[src/rtl/io_port_arbiter.sv]
// Two-master round-robin arbiter for an 8-bit PicoBlaze-style I/O port bus.
// Define IOARB_FIXED_PRIO_EN to make master 0 win every contention (master 1 may starve).
module io_port_arbiter #(
    parameter int ADDR_W = 8,
    parameter int DATA_W = 8,
    parameter int RD_LAT = 1
) (
    input  logic              clk,
    input  logic              rst,
    input  logic              m0_req,
    input  logic              m0_we,
    input  logic [ADDR_W-1:0] m0_addr,
    input  logic [DATA_W-1:0] m0_wdata,
    output logic              m0_ack,
    output logic [DATA_W-1:0] m0_rdata,
    input  logic              m1_req,
    input  logic              m1_we,
    input  logic [ADDR_W-1:0] m1_addr,
    input  logic [DATA_W-1:0] m1_wdata,
    output logic              m1_ack,
    output logic [DATA_W-1:0] m1_rdata,
    output logic [ADDR_W-1:0] bus_addr,
    output logic [DATA_W-1:0] bus_wdata,
    output logic              bus_wen,
    output logic              bus_ren,
    input  logic [DATA_W-1:0] bus_rdata,
    output logic              grant,
    output logic              busy
);

    typedef enum logic [2:0] {
        IDLE,
        SETUP,
        STROBE,
        RDWAIT,
        ACK
    } state_t;

    // RDWAIT counts down from RD_LAT-1; the capture happens when it reaches zero.
    localparam logic [1:0] WAIT_INIT = 2'(RD_LAT - 1);

    logic [1:0]        req_w;
    logic [1:0]        we_w;
    logic [ADDR_W-1:0] addr_w  [2];
    logic [DATA_W-1:0] wdata_w [2];
    logic [1:0]        ack_w;
    logic              win;
    logic              capture_w;

    state_t            state_q, state_d;
    logic              grant_q, grant_d;
    logic              we_q, we_d;
    logic [ADDR_W-1:0] bus_addr_q, bus_addr_d;
    logic [DATA_W-1:0] bus_wdata_q, bus_wdata_d;
    logic [1:0]        wait_cnt_q, wait_cnt_d;

    assign req_w      = {m1_req, m0_req};
    assign we_w       = {m1_we, m0_we};
    assign addr_w[0]  = m0_addr;
    assign addr_w[1]  = m1_addr;
    assign wdata_w[0] = m0_wdata;
    assign wdata_w[1] = m1_wdata;

`ifdef IOARB_FIXED_PRIO_EN
    assign win = ~m0_req;
`else
    logic last_grant_q, last_grant_d;

    // Under contention the master that did not win last time goes first.
    assign win = (m0_req & m1_req) ? ~last_grant_q : ~m0_req;

    always_comb begin
        last_grant_d = last_grant_q;
        if (state_q == IDLE && |req_w) begin
            last_grant_d = win;
        end
    end

    always_ff @(posedge clk) begin
        if (!rst) begin
            last_grant_q <= 1'b1;
        end else begin
            last_grant_q <= last_grant_d;
        end
    end
`endif

    always_comb begin
        state_d     = state_q;
        grant_d     = grant_q;
        we_d        = we_q;
        bus_addr_d  = bus_addr_q;
        bus_wdata_d = bus_wdata_q;
        wait_cnt_d  = wait_cnt_q;
        case (state_q)
            IDLE: begin
                // Address and data are loaded here so they are stable a full cycle before the strobe.
                if (|req_w) begin
                    grant_d     = win;
                    we_d        = we_w[win];
                    bus_addr_d  = addr_w[win];
                    bus_wdata_d = wdata_w[win];
                    state_d     = SETUP;
                end
            end
            SETUP: begin
                state_d = STROBE;
            end
            STROBE: begin
                wait_cnt_d = WAIT_INIT;
                state_d    = we_q ? ACK : RDWAIT;
            end
            RDWAIT: begin
                if (wait_cnt_q == 2'd0) begin
                    state_d = ACK;
                end else begin
                    wait_cnt_d = wait_cnt_q - 2'd1;
                end
            end
            ACK: begin
                state_d = IDLE;
            end
            default: begin
                state_d = IDLE;
            end
        endcase
    end

    always_ff @(posedge clk) begin
        if (!rst) begin
            state_q     <= IDLE;
            grant_q     <= 1'b0;
            we_q        <= 1'b0;
            bus_addr_q  <= '0;
            bus_wdata_q <= '0;
            wait_cnt_q  <= 2'd0;
        end else begin
            state_q     <= state_d;
            grant_q     <= grant_d;
            we_q        <= we_d;
            bus_addr_q  <= bus_addr_d;
            bus_wdata_q <= bus_wdata_d;
            wait_cnt_q  <= wait_cnt_d;
        end
    end

    assign capture_w = (state_q == RDWAIT) && (wait_cnt_q == 2'd0);

    // Per-master read-result register and ack decode; only the granted master's result moves.
    for (genvar gi = 0; gi < 2; gi++) begin : g_master
        logic [DATA_W-1:0] rdata_q, rdata_d;

        assign ack_w[gi] = (state_q == ACK) && (grant_q == 1'(gi));

        always_comb begin
            rdata_d = rdata_q;
            if (capture_w && grant_q == 1'(gi)) begin
                rdata_d = bus_rdata;
            end
        end

        always_ff @(posedge clk) begin
            if (!rst) begin
                rdata_q <= '0;
            end else begin
                rdata_q <= rdata_d;
            end
        end
    end

    assign m0_ack    = ack_w[0];
    assign m1_ack    = ack_w[1];
    assign m0_rdata  = g_master[0].rdata_q;
    assign m1_rdata  = g_master[1].rdata_q;
    assign bus_addr  = bus_addr_q;
    assign bus_wdata = bus_wdata_q;
    assign bus_wen   = (state_q == STROBE) && we_q;
    assign bus_ren   = (state_q == STROBE) && !we_q;
    assign grant     = grant_q;
    assign busy      = (state_q != IDLE);

endmodule

[config.mk]
export PLATFORM = sky130hd
export DESIGN_NAME = io_port_arbiter
export DESIGN_NICKNAME = d
export VERILOG_FILES = /design/src/rtl/io_port_arbiter.sv
export SDC_FILE = /design/constraint.sdc
export NUM_CORES = 1
export LEC_CHECK = 0
export BUFFER_PORTS_ARGS = -buffer_cell sky130_fd_sc_hd__buf_2
export CAP_MARGIN = 25
export CORE_MARGIN = 5
export CORE_UTILIZATION = 51
export CTS_BUF_LIST = sky130_fd_sc_hd__clkbuf_4
export CTS_CLUSTER_SIZE = 14
export DETAILED_ROUTE_END_ITERATION = 8
export PLACE_DENSITY = 0.87
export SETUP_SLACK_MARGIN = 0.3
export SYNTH_ARGS = -nofsm -noshare
export SYNTH_HDL_FRONTEND = slang
export SYNTH_SLANG_ARGS = --single-unit
[constraint.sdc]
create_clock -name clk -period 4.35 [get_ports clk]
set_input_delay 0.435 -clock clk [delete_from_list [all_inputs] [get_ports clk]]
set_output_delay 0.435 -clock clk [all_outputs]
set_load 0.05 [all_outputs]
-- Yosys cells after proc, flatten, opt, wreduce, memory -nomap -nowiden
Cells that the tools add are included.
- memories: 0
- output and inout port bits: 38
- bits in latches: 0
- bits of input ports: 46
- bits in writable memories: 0
- word-level logic and storage cells: 56
- ROM bits: 0
- flip-flop bits (word level): 40
- bitwise gates (word level): 5
- divide/modulo/power cells: 0
- reductions and logical operators: 17
- order comparisons: 2
- multiplexer cells: 15
- multiply operators: 0
- add/sub/neg operators: 1
- equal/unequal tests: 7
- shift-type cells: 0
- operators by type and width (kind ; count):
    $mux W8 ; 6
    $pmux W3 S4 ; 1
    $mux W3 ; 3
    $logic_and A1 B1 Y1 ; 8
    $eq A3 B2 Y1 const B ; 2
    $reduce_and A2 Y1 ; 3
    $ne A2 B2 Y1 const B ; 2
    $pmux W2 S2 ; 1
    $eq A3 B1 Y1 const B ; 1
    $eq A3 B3 Y1 const B ; 1
    $logic_not A3 Y1 ; 1
    $mux W1 ; 3
    $not A1 Y1 ; 3
    $reduce_bool A3 Y1 ; 1
    $ge A2 B2 Y1 const B ; 1
    $logic_not A2 Y1 ; 1
    $lt A1 B2 Y1 const B ; 1
    $mux W2 ; 1
    $ne A2 B1 Y1 const B ; 1
    $not A1 Y2 ; 1
    $reduce_bool A2 Y1 ; 1
    $reduce_or A2 Y1 ; 1
    $sub A2 B1 Y2 const B ; 1
    $and A1 B1 Y1 ; 1
    $logic_not A1 Y1 ; 1

-- Logic depth before layout (Yosys ltp)
- word-level depth: 6
- mapped depth: 7
- mapped depth without buffers: 5

-- Worst setup path before layout
Ideal clock, no wire load.
- path kind: register -> output
- from: reg grant_q, in the netlist grant
- to: out m1_ack
- arrival time: 2340 ps
- data required time: 3915 ps
- setup slack: 1575 ps
- stages on the path, launching flop included: 2
- path buffers: 0
- cells stage by stage: dfxtp_1 > nor4bb_1
- word-level cells in the longest chain between the ends: 1
- RTL lines (item ; line ; RTL):
    start: declaration ; 51 ; logic grant_q, grant_d;
    start signal: assignment ; 139 ; grant_q <= grant_d;
    $logic_and A1 B1 Y1 ; 153 ; assign ack_w[gi] = (state_q == ACK) && (grant_q == 1'(gi));
    end: declaration ; 20 ; output logic m1_ack,
Every way passes these cells.

-- Worst setup path in the final report
- from: reg state_q[1]
- to: out bus_ren
- word-level cells in the longest chain between the ends: 2
- RTL lines (item ; line ; RTL):
    start: declaration ; 50 ; state_t state_q, state_d;
    start signal: assignment ; 138 ; state_q <= state_d;
    $eq A3 B2 Y1 ; 178 ; assign bus_ren = (state_q == STROBE) && !we_q;
    $logic_and A1 B1 Y1 ; 178 ;
    end: declaration ; 25 ; output logic bus_ren,
Every way passes these cells.

==> impl_metrics.toml <==
[setup_path]
start_kind = "flip-flop"
timing.rr.start = "state_q[0]$_SDFFE_PN0P_"
r2r_end = "bus_addr[7]$_SDFFE_PN0P_"
critPathKind = "reg2out"
critPathMaxFanout = 10
endpoint_kind = "output pin"
cp_slowest_stage_delay_ns = 0.55
critPathLaunch = "state_q[1]$_SDFFE_PN0P_"
r2r_cells = 4
endpoint = "bus_ren"
r2r_slack_ns = 2.59
path_cells = "nand2b_1 -> nor3_1 -> buf_2"
slowest_stage = "dfxtp_1"
required_ns = 3.91
cp.arrival_ns = 1.62

[routing]
dr.pass1.iters = 6
ant_nets = 0
route.vias.total = 1671
wl_met2_um = 2100
routed_via_density = 5.06
drc = 0
routedWlPerCell_um = 12.5
routed.top_layer = "met4"
wl_met3_um = 289
drt_iter0_drc = 178
routed_wl_um = 4110
wl_met1_um = 1710

[die]
start_util = 0.529
row_count = 21
die-area_sq_mm = 0.00477
coreArea_sq_mm = 0.00336
ioPinCount = 84
fp.dieH_um = 69.1
dieWidth_um = 69.1

[placement]
dpl.hpwl_um = 3020
placed_area_sq_mm = 0.00218
place.gp.congestion = 0.798
place_inst = 323
io_buffers = 83

[global_routing]
antenna_found_initial = 0
grt_max_degree = 50
gr-total-overflow = 0
grt_pass1_vias = 1630
grt_pass1_wl_um = 6840
grt_usage = 0.168

[cells_and_area]
n_fill_cell = 330
layout-drive-gt1-share = 0.320
fin_cells = 330
fin_area_sq_mm = 0.00222
final_nets = 331
area_growth_pct = 24.9
final_util = 0.661
diodes = 0

[timing]
rsz0062_at_grt = "false"
maxSlewHeadroom = 0.467
period_needed_ns = 2.05
finClkSkew_ns = 0.00749
slew_violations = 0
worstMarginPinSlew_ns = 0.799
timing.setup.tns_ns = 0
timing.fmax_mhz = 487
hold_viol = 0
setup_viol = 0
period_share = 0.472

[logic_synthesis]
ys_dominant_reg_cell = "dfxtp_1"
synthesis.area_sq_mm = 0.00178
yosys-top-cells-area = "dfxtp_1, nand2_1, a222oi_1"
ys_seq_area_frac = 0.450
ys_warn_count = 0
ys_seq_elements = 40
synth_cells = 208
synthDistinctLibCells = 32
syn_area_per_cell_sq_um = 8.56
netlist.area_leader.share = 0.450
synth_nets = 255
synth_top_cell_by_area = "dfxtp_1"
synthArstFlopShare = 0
synth_edf_count = 0

[clock_network]
cts_resized = 0
clock-root-buffer = "clkbuf_4"
worstSkewPairLatency_ns = 0.33
clkTransAtPathRegs_ns = 0.11
htreeDepth = 2
clock_path_buffers = 2
postCtsSetupBuffers = 0
cts_inserted_buffers = 5
ctsHoldBuffers = 0
cts_tree = "yes"
clock-sinks = 40

[power]
vdd_drop_max_mv = 0.221
power_density_mw_per_mm2 = 419
leakagePower_nw = 1.20

[status]
status = "finished clean"

[job]
maxCapViolCount = 0

[hold_path]
hold_path.class = "in2reg"
## flip-flops by register name, summed over array words and instances, names as in the netlist
| name | count |
|---|---|
| bus_addr | 8 |
| bus_wdata | 8 |
| grant | 1 |
| last_grant_q | 1 |
| m0_rdata | 8 |
| m1_rdata | 8 |
| state_q | 3 |
| wait_cnt_q | 2 |
| we_q | 1 |
## Yosys cell counts (3+ instances only)
cell type,n
nand2_1,45
dfxtp_1,40
inv_1,38
a222oi_1,16
mux2i_1,16
clkbuf_1,6
nor3_1,4
o21ai_0,4
a21oi_1,3
and3_1,3
buf_2,3
nand2b_1,3
nor4b_1,3
## where the power goes
| group | switching [mW] | total (mW) | internal, mW |
|---|---|---|---|
| Combinational | 0.233 | 0.323 | 0.0897 |
| Sequential | 0.0323 | 0.443 | 0.410 |
| Clock | 0.109 | 0.166 | 0.0566 |
## cells in the final DEF, fill, tap and decap left out, drive strengths merged, types with 2 or more instances in the layout
cell | synthesis | routed
inv | 39 | 39
o21ai | 4 | 4
a21oi | 3 | 3
nor4b | 3 | 3
buf | 8 | 83
clkbuf | 6 | 5
a222oi | 16 | 16
nand2b | 3 | 3
mux2i | 16 | 16
nand2 | 45 | 45
nor2 | 2 | 2
dfxtp | 40 | 40
o21a | 2 | 2
nor3 | 6 | 6
and3 | 3 | 3
clkinv | 0 | 2
## worst max-delay path, delay by kind of cell (launching register included)
family | cells | cell delay [ns]
and+or+nand+nor | 2 | 0.44
buffers and inverters | 1 | 0.29
DFF | 1 | 0.55
## through the flow
stage                     worst slack, ns  hold WS [ns]  power (mW)
after floorplan                      1.58         0.439       0.701
after global placement               2.21         0.441       0.770
after detailed placement             2.10         0.448       0.774
after CTS                            2.30         0.324       0.938
after global routing                 2.17         0.327       0.980
final                                2.30         0.334       0.931
## cells by family (layout without fill, tap and decap cells)
kind of cell,count (synthesis),after routing,synth area share
AO/OA/AOI/OAI,31,31,0.145
adder cells (fa/ha/maj),1,1,0.00703
buffers and inverters,53,129,0.124
flip-flops,40,40,0.450
multiplexers,16,16,0.0899
AND/OR/NAND/NOR,67,67,0.184
## layout make-up
class / instances / area, sq um / area share
sequential: 40 / 801 / 0.360
clock buffer: 5 / 37.5 / 0.0169
clock inverter: 2 / 7.51 / 0.00338
timing repair buffer: 83 / 415 / 0.187
multi-input combinational: 115 / 758 / 0.341
tap: 46 / 57.6 / 0.0259
inverter: 39 / 146 / 0.0658
## layer usage
layer  track usage  vias up
met5             0        -
met3        0.0581        2
met1         0.192      767
met2         0.301       50
li1              -      852
met4        0.0369        0
## worst min path at each step
| stage | cells after the start | slack (ns) | to | startpoint |
|---|---|---|---|---|
| finish | 3 | 0.33 | bus_wdata[1]$_SDFFE_PN0P_ | m1_wdata[1] |
| global route | 3 | 0.33 | bus_addr[1]$_SDFFE_PN0P_ | m1_addr[1] |
| CTS | 3 | 0.32 | bus_addr[2]$_SDFFE_PN0P_ | m1_addr[2] |
| detailed placement | 2 | 0.45 | m0_rdata[2]$_SDFFE_PN0P_ | m0_rdata[2]$_SDFFE_PN0P_ |
| global placement | 2 | 0.44 | m0_rdata[5]$_SDFFE_PN0P_ | m0_rdata[5]$_SDFFE_PN0P_ |
| floorplan | 1 | 0.44 | last_grant_q$_SDFFE_PN1P_ | last_grant_q$_SDFFE_PN1P_ |
(Power assumes the default switching activity.)
